`config.mk`:
```
export PLATFORM = sky130hd
export DESIGN_NAME = caliptra_prim_onehot_dec
export DESIGN_NICKNAME = d
export VERILOG_FILES = /design/src/rtl/caliptra_prim_onehot_dec.sv
export SDC_FILE = /design/constraint.sdc
export NUM_CORES = 1
export LEC_CHECK = 0
export ABC_AREA = 1
export BUFFER_PORTS_ARGS = -buffer_cell sky130_fd_sc_hd__clkbuf_2
export CAP_MARGIN = 10
export CORE_MARGIN = 2
export CORE_UTILIZATION = 49
export DETAILED_ROUTE_END_ITERATION = 8
export MAX_ROUTING_LAYER = met4
export PLACE_DENSITY = 0.8
export SYNTH_ARGS = -nofsm -noshare
export SYNTH_HDL_FRONTEND = slang
export SYNTH_SLANG_ARGS = --single-unit
```
`constraint.sdc`:
```
create_clock -name clk_i -period 1.8 [get_ports clk_i]
set_input_delay 0.54 -clock clk_i [delete_from_list [all_inputs] [get_ports clk_i]]
set_output_delay 0.54 -clock clk_i [all_outputs]
set_load 0.03 [all_outputs]
```
`src/rtl/caliptra_prim_onehot_dec.sv`:
```
// One-hot to binary decoder with a single valid/ready output register and
// error statistics (sticky flag plus saturating error counter).
//
// Ports:
//   clk_i, rst_i        clock, asynchronous active-high reset
//   in_i, in_valid_i    one-hot vector to decode and its valid strobe
//   in_ready_o          input accepted this cycle when in_valid_i is high
//   out_o               decoded index (0 unless out_en_o)
//   out_en_o            out_o holds a legal nonzero decode
//   out_err_o           transaction was not a legal code
//   out_valid_o         output payload valid
//   out_ready_i         downstream accepts the output
//   clr_i               synchronous clear of the error statistics
//   err_sticky_o        at least one error since reset or last clear
//   err_cnt_o           saturating count of errored transactions
module caliptra_prim_onehot_dec #(
  parameter int unsigned OneHotWidth = 32,
  parameter bit          AllowZero   = 1'b1,
  localparam int unsigned OutputWidth = $clog2(OneHotWidth)
) (
  input  logic                   clk_i,
  input  logic                   rst_i,
  input  logic [OneHotWidth-1:0] in_i,
  input  logic                   in_valid_i,
  output logic                   in_ready_o,
  output logic [OutputWidth-1:0] out_o,
  output logic                   out_en_o,
  output logic                   out_err_o,
  output logic                   out_valid_o,
  input  logic                   out_ready_i,
  input  logic                   clr_i,
  output logic                   err_sticky_o,
  output logic [7:0]             err_cnt_o
);

  localparam int unsigned CntWidth = 8;
  localparam logic [CntWidth-1:0] CntMax = '1;

  logic                   any_set;
  logic                   multi_set;
  logic [OutputWidth-1:0] dec_idx;
  logic                   dec_legal;
  logic                   dec_err;
  logic                   accept;
  logic                   err_accept;

  // Scan the input: remember the last set position and flag a second set bit.
  always_comb begin
    any_set   = 1'b0;
    multi_set = 1'b0;
    dec_idx   = '0;
    for (int unsigned i = 0; i < OneHotWidth; i++) begin
      if (in_i[i]) begin
        if (any_set) begin
          multi_set = 1'b1;
        end
        any_set = 1'b1;
        dec_idx = OutputWidth'(i);
      end
    end
  end

  assign dec_legal  = any_set && !multi_set;
  assign dec_err    = multi_set || (!any_set && !AllowZero);

  // Single output stage: a new input may enter whenever the stage is empty
  // or is being drained in the same cycle.
  assign in_ready_o = !out_valid_o || out_ready_i;
  assign accept     = in_valid_i && in_ready_o;
  assign err_accept = accept && dec_err;

  // Output register; payload only changes on acceptance, so it holds under stall.
  always_ff @(posedge clk_i or posedge rst_i) begin
    if (rst_i) begin
      out_valid_o <= 1'b0;
      out_o       <= '0;
      out_en_o    <= 1'b0;
      out_err_o   <= 1'b0;
    end else begin
      if (accept) begin
        out_valid_o <= 1'b1;
        out_o       <= dec_legal ? dec_idx : '0;
        out_en_o    <= dec_legal;
        out_err_o   <= dec_err;
      end else if (out_ready_i) begin
        out_valid_o <= 1'b0;
      end
    end
  end

  // Error statistics; a clear coinciding with a new error restarts the count at 1.
  always_ff @(posedge clk_i or posedge rst_i) begin
    if (rst_i) begin
      err_sticky_o <= 1'b0;
      err_cnt_o    <= '0;
    end else if (clr_i) begin
      err_sticky_o <= err_accept;
      err_cnt_o    <= err_accept ? CntWidth'(1) : '0;
    end else if (err_accept) begin
      err_sticky_o <= 1'b1;
      if (err_cnt_o != CntMax) begin
        err_cnt_o <= err_cnt_o + CntWidth'(1);
      end
    end
  end

endmodule

```
==> run_results.csv, run 1 <==
group,metric,value,unit
run_status,status,"finished, violations left",
run_status,failed_checks,"design-rule violations, negative setup slack",
sta,setup_viol_count_final,16,
global_routing,grt_pass1_wl,6.74,mm
route,wl_met3,272,µm
sta,worst_pin_slew,0.631,ns
route,met2_wirelength,2.16,mm
finish,design_area,2220,µm²
floorplanning,die_w,58.6,µm
placement,place_area,2100,µm²
pwr,p_per_area,442,nW/µm²
synthesis,ys_top_cells_by_area,"dfrtp_1 (29%), nand2_1 (20%), inv_1 (11%), nor2_1 (6.9%), o21ai_0 (4.1%)",
sta,rsz0062_at_grt,"yes",
sta,max_slew_margin,0.579,
sta,min_period,2.23,ns
floorplanning,fp-row-count,19,
placement,gp_congestion,0.863,
clock_network,htree_levels,1,
route,ant_nets,0,
finish,final_cell_mix,"nand2_1 (75), clkbuf_2 (52), buf_4 (44)",
synthesis,async_flop_share,1.00,
synthesis,syn_area,1460,µm²
finish,n_antenna_cell,0,
worst_setup_path,crit_required,2.02,ns
finish,drive_above_1_share,0.401,
finish,fill_cells,200,
route,maxUsedRoutingLayer,"met4",
clock_network,clock_latency,0.29,ns
synthesis,synth_cell_types,34,
clock_network,cts_hold_buf,0,
synthesis,syn-num-nets,272,
global_routing,track_usage,0.254,
global_routing,grt_overflow_total,0,
route,met1Wirelength,1.84,mm
clock_network,clock_path_buffers,2,
worst_setup_path,critPathCaptureType,"register",
global_routing,grt_antenna_before_repair,0,
sta,hold-worst-slack,0.294,ns
worst_setup_path,cp.arrival,2.45,ns
clock_network,root_buffer,"clkbuf_4",
synthesis,synth_top_area_frac,0.291,
floorplanning,io_pins,55,
synthesis,synthCells,234,
route,drt_iter0_drc,129,
worst_setup_path,start_kind,"primary input",
floorplanning,coreArea,2810,µm²
floorplanning,start_util,0.521,
finish,syn_to_final_growth,52.1,%
synthesis,syn_area_per_cell,6.24,µm²
synthesis,synthFlopType,"dfrtp_1",
synthesis,synth-seq-area-share,0.291,
clock_network,clkTransAtPathRegs,0.10,ns
sta,clock_skew,0.00853,ns
route,drc_errors,4,
clock_network,cts_buffers,3,
synthesis,synth_edf_count,0,
finish,final_common_cell,"nand2_1",
floorplanning,die_area,3430,µm²
pwr,peakVddDrop,0.000260,V
synthesis,yosysTopAreaCell,"dfrtp_1",
route,vias,1901,
worst_setup_path,critPathKind,"in -> reg",
clock_network,clock_sinks,17,
sta,slew_viol_final,0,
sta,max_freq,448,MHz
clock_network,cts_tree,"built",
placement,place_hpwl,3.41,mm
route,wl_per_cell,11.7,µm
synthesis,ys_warn_count,0,
floorplanning,dieHeight,58.6,µm
global_routing,grt_pass1_vias,1690,
sta,hold_viol,0,
route,dr.pass1.iters,9,
global_routing,grt_max_degree,18,
finish,final_nets,376,
sta,setup_ws,-0.433,ns
hold_path,min_path_type,"in -> async",
synthesis,ys_ff_latch,17,
worst_setup_path,path_max_fanout,5,
placement,port-buffer-count,54,
pwr,power.leakage,1.29,nW
route,via_per_inst,5.17,
sta,fin_crit_sh,1.24,
route,wl,4.31,mm
flow_run,drv_cap,0,
[state kept, by name (all words and copies together) (netlist names)]
name and count:
out_o 5, out_err_o 1, out_valid_o 1, err_sticky_o 1, err_cnt_o 8, out_en_o 1
[through the flow]
step / std cells / setup WS (ns) / TNS (ns) / total power, mW / utilization
finish: 368 / -0.433 / -5.37 / 0.982 / 0.792
CTS: 367 / -0.343 / -3.77 / 0.960 / 0.770
global route: 368 / -0.542 / -6.98 / 1.03 / 0.792
global placement: 362 / -0.670 / -9.34 / 0.748 / 0.750
floorplan: 234 / -0.390 / -3.62 / 0.588 / -
detailed placement: 362 / -0.706 / -9.59 / 0.757 / 0.750
[power by group]
| group | total [mW] | internal, mW | switching, mW | leakage, nW |
|---|---|---|---|---|
| Clock | 0.203 | 0.0862 | 0.116 | 0.0150 |
| Combinational | 0.370 | 0.157 | 0.213 | 1.05 |
| Sequential | 0.410 | 0.398 | 0.0113 | 0.227 |
[final timing paths]
check | from | end | slack, ns | cells past startpoint
worst max register to register | err_cnt_o[0]$_DFFE_PP0P_ | err_cnt_o[7]$_DFFE_PP0P_ | -0.13 | 10
min in group clk_i | clr_i | err_cnt_o[7]$_DFFE_PP0P_ | 0.48 | 2
max in group asynchronous | rst_i | out_o[3]$_DFFE_PP0P_ | 1.09 | 2
worst max-delay path | in_i[0] | err_cnt_o[7]$_DFFE_PP0P_ | -0.43 | 17
worst min-delay path | rst_i | err_cnt_o[2]$_DFFE_PP0P_ | 0.29 | 2
worst min register to register | out_o[0]$_DFFE_PP0P_ | out_o[0]$_DFFE_PP0P_ | 0.49 | 2
[timing repair]
action | in CTS | in global routing
setup buffers | 1 | 1
pin swaps | 4 | 1
gates resized for setup | 5 | 16
endpoints found under the setup margin | 16 | 16
[synthesized netlist by cell type, types with 2 or more instances]
cell type	count
nand3_1	3
o21ai_0	12
a31oi_1	2
inv_2	3
o21ai_1	2
o22ai_1	6
nand2_1	79
nand3_2	2
dfrtp_1	17
nor2_1	27
a21oi_1	7
inv_1	44
nor2_2	4
nor3_1	6
[worst max-delay path: stages]
cell,delay [ns]
clkbuf_2,0.11
nor2_4,0.12
inv_2,0.06
nor3_4,0.27
nand2_1,0.09
o21ai_1,0.09
o2111ai_1,0.12
nor2_1,0.13
o21ai_1,0.07
nor2_1,0.14
nand3_2,0.14
nand3_4,0.11
nand2_4,0.08
nand4_2,0.08
inv_2,0.05
and3_4,0.14
nor3_2,0.10
[per-layer routing]
layer	GRT usage	vias to the layer above
li1	-	942
met1	0.321	870
met2	0.448	81
met3	0.0220	8
met4	0.0455	0
met5	-	-
[cells by family after synthesis]
family / after synthesis / share of synthesized area
xor+xnor: 1 / 0.00600
flops: 17 / 0.291
buf+inv: 47 / 0.121
simple gates: 130 / 0.398
compound gates: 38 / 0.176
fa+ha+maj: 1 / 0.00857
[area by class of cell]
| class | instances | area [µm²] | share of cell area |
|---|---|---|---|
| Multi-Input combinational cell | 170 | 926 | 0.417 |
| Timing Repair Buffer | 99 | 628 | 0.283 |
| Sequential cell | 17 | 425 | 0.192 |
| Inverter | 47 | 176 | 0.0794 |
| Tap cell | 31 | 38.8 | 0.0175 |
| Clock buffer | 4 | 26.3 | 0.0118 |
Power figures use the tool's default switching activity.
==> run 2: changes to the inputs <==
--- a/config.mk
+++ b/config.mk
@@ -8,7 +8,6 @@
 export ABC_AREA = 1
 export BUFFER_PORTS_ARGS = -buffer_cell sky130_fd_sc_hd__clkbuf_2
 export CAP_MARGIN = 10
-export CORE_MARGIN = 2
 export CORE_UTILIZATION = 49
 export DETAILED_ROUTE_END_ITERATION = 8
 export MAX_ROUTING_LAYER = met4
==> run 2 against run 1 <==
The run ends with negative setup slack left; critical endpoint is now err_cnt_o[4]$_DFFE_PP0P_; maximum frequency shrank 7.9%; clock power hardly changed; global-route usage increased by 3.5 points; critical path type unchanged.
==> run_results.csv, run 2 (same netlist as run 1, synthesis figures left out) <==
group,metric,value,unit
clock_network,cts_buffers,3,
sta,setup_ws,-0.624,ns
worst_setup_path,path_cells,"buf_4 -> nor2_4 -> nand2_2 -> nor3_4 -> nand2_1 -> o21ai_1 -> o2111ai_1 -> nor2_1 -> o21ai_1 -> nor2_1 -> nand3_2 -> nand3_4 -> nand2_4 -> buf_6 -> a21oi_2 -> nor2_1",
finish,drive_above_1_share,0.425,
route,met1Wirelength,2.02,mm
sta,max_slew_margin,0.583,
sta,max_freq,413,MHz
pwr,power.leakage,1.32,nW
route,wl_per_cell,14.7,µm
finish,final_nets,378,
route,met2_wirelength,2.64,mm
worst_setup_path,critPathMaxStageDelay,0.28,ns
placement,gp_congestion,0.867,
sta,rsz0062_at_grt,"yes",
clock_network,cts_tree,"built",
finish,syn_to_final_growth,59.6,%
sta,worst_pin_slew,0.625,ns
global_routing,grt_pass1_vias,1791,
clock_network,clock_path_buffers,2,
clock_network,clock_sinks,17,
finish,fin_util,0.838,
finish,reg_top3,"err_cnt_o (8), out_o (5)",
route,drc_errors,0,
worst_setup_path,critPathCaptureType,"register",
global_routing,track_usage,0.289,
hold_path,min_path_type,"in -> async",
route,vias,2072,
finish,fill_cells,173,
clock_network,clock_latency,0.29,ns
placement,dp.cells,360,
worst_setup_path,crit_required,1.98,ns
sta,slew_viol_final,0,
pwr,peakVddDrop,0.000537,V
route,maxUsedRoutingLayer,"met4",
clock_network,clkTransAtPathRegs,0.11,ns
floorplanning,coreArea,2780,µm²
finish,n_antenna_cell,0,
worst_setup_path,crit_family,"simple AND/OR/NAND/NOR gates",
global_routing,grt_antenna_before_repair,0,
sta,hold_viol,0,
route,via_per_inst,5.60,
flow_run,drv_cap,0,
run_status,status,"finished, violations left",
global_routing,grt_overflow_total,0,
global_routing,grt_pass1_wl,7.36,mm
floorplanning,die_w,56.6,µm
run_status,failed_checks,"negative setup slack",
route,wl_met3,464,µm
clock_network,htree_levels,1,
sta,min_period,2.42,ns
finish,largest-register,"err_cnt_o",
worst_setup_path,cp.arrival,2.60,ns
route,drt_iter0_drc,188,
worst_setup_path,path_max_fanout,5,
route,wl,5.43,mm
route,dr.pass1.iters,6,
floorplanning,dieHeight,56.6,µm
placement,place_hpwl,3.47,mm
sta,clock_skew,0.0198,ns
floorplanning,fp-row-count,19,
finish,final_cell_mix,"nand2_1 (72), clkbuf_2 (48), inv_1 (44)",
worst_setup_path,worst-path-buf-inv,2,
pwr,p_per_area,437,nW/µm²
route,ant_nets,0,
clock_network,cts_hold_buf,0,
finish,final_common_cell,"nand2_1",
floorplanning,die_area,3200,µm²
worst_setup_path,slowest_stage,"nor3_4",
global_routing,grt_max_degree,18,
sta,setup_viol_count_final,16,
worst_setup_path,start_kind,"primary input",
finish,stdcell_count,370,
clock_network,root_buffer,"clkbuf_4",
placement,port-buffer-count,54,
sta,fin_crit_sh,1.35,
floorplanning,start_util,0.525,
finish,largest_reg_flops,8,
worst_setup_path,cpMostUsedCell,"nor2_1",
worst_setup_path,critPathKind,"in -> reg",
floorplanning,io_pins,55,
## run 2: layout make-up
cell class	count	area (µm²)	share of cell area
Timing Repair Buffer	101	688	0.295
Inverter	47	176	0.0757
Clock buffer	4	26.3	0.0113
Tap cell	31	38.8	0.0166
Sequential cell	17	425	0.183
Multi-Input combinational cell	170	975	0.418
## run 2: metrics by stage
step | setup WS (ns) | hold slack, ns | total power [mW] | area (µm²) | setup TNS, ns
floorplan | -0.390 | 0.466 | 0.588 | 1470 | -3.62
global placement | -0.582 | 0.460 | 0.750 | 2090 | -7.69
detailed placement | -0.678 | 0.467 | 0.758 | 2090 | -9.14
CTS | -0.344 | 0.320 | 0.962 | 2190 | -3.79
global route | -0.722 | 0.352 | 1.07 | 2330 | -9.83
finish | -0.624 | 0.288 | 1.02 | 2330 | -8.01
## run 2: timing repair
action / in CTS / in global routing
pin swaps: 10 / 14
setup endpoints to repair: 16 / 16
gates resized for setup: 13 / 34
setup buffers: 3 / 3
gates cloned: 0 / 0
## run 2: final timing paths
check	start	endpoint	slack (ns)	cells after the start
max reg2reg	err_cnt_o[0]$_DFFE_PP0P_	err_cnt_o[4]$_DFFE_PP0P_	-0.35	9
min	rst_i	err_cnt_o[3]$_DFFE_PP0P_	0.29	2
min in group clk_i	out_o[0]$_DFFE_PP0P_	out_o[0]$_DFFE_PP0P_	0.48	2
max	in_i[7]	err_cnt_o[4]$_DFFE_PP0P_	-0.62	16
min reg2reg	out_o[0]$_DFFE_PP0P_	out_o[0]$_DFFE_PP0P_	0.48	2
max in group asynchronous	rst_i	err_sticky_o$_DFFE_PP0P_	1.09	2
## run 2: where the power goes
part / internal, mW / switching [mW]
logic: 0.173 / 0.233
registers: 0.398 / 0.0115
clock network: 0.0860 / 0.115
total: 0.658 / 0.360
## run 2: layer usage
layer,global-route usage,up-vias
li1,-,958
met1,0.352,894
met2,0.523,171
met3,0.0207,49
met4,0.0592,0
met5,-,-
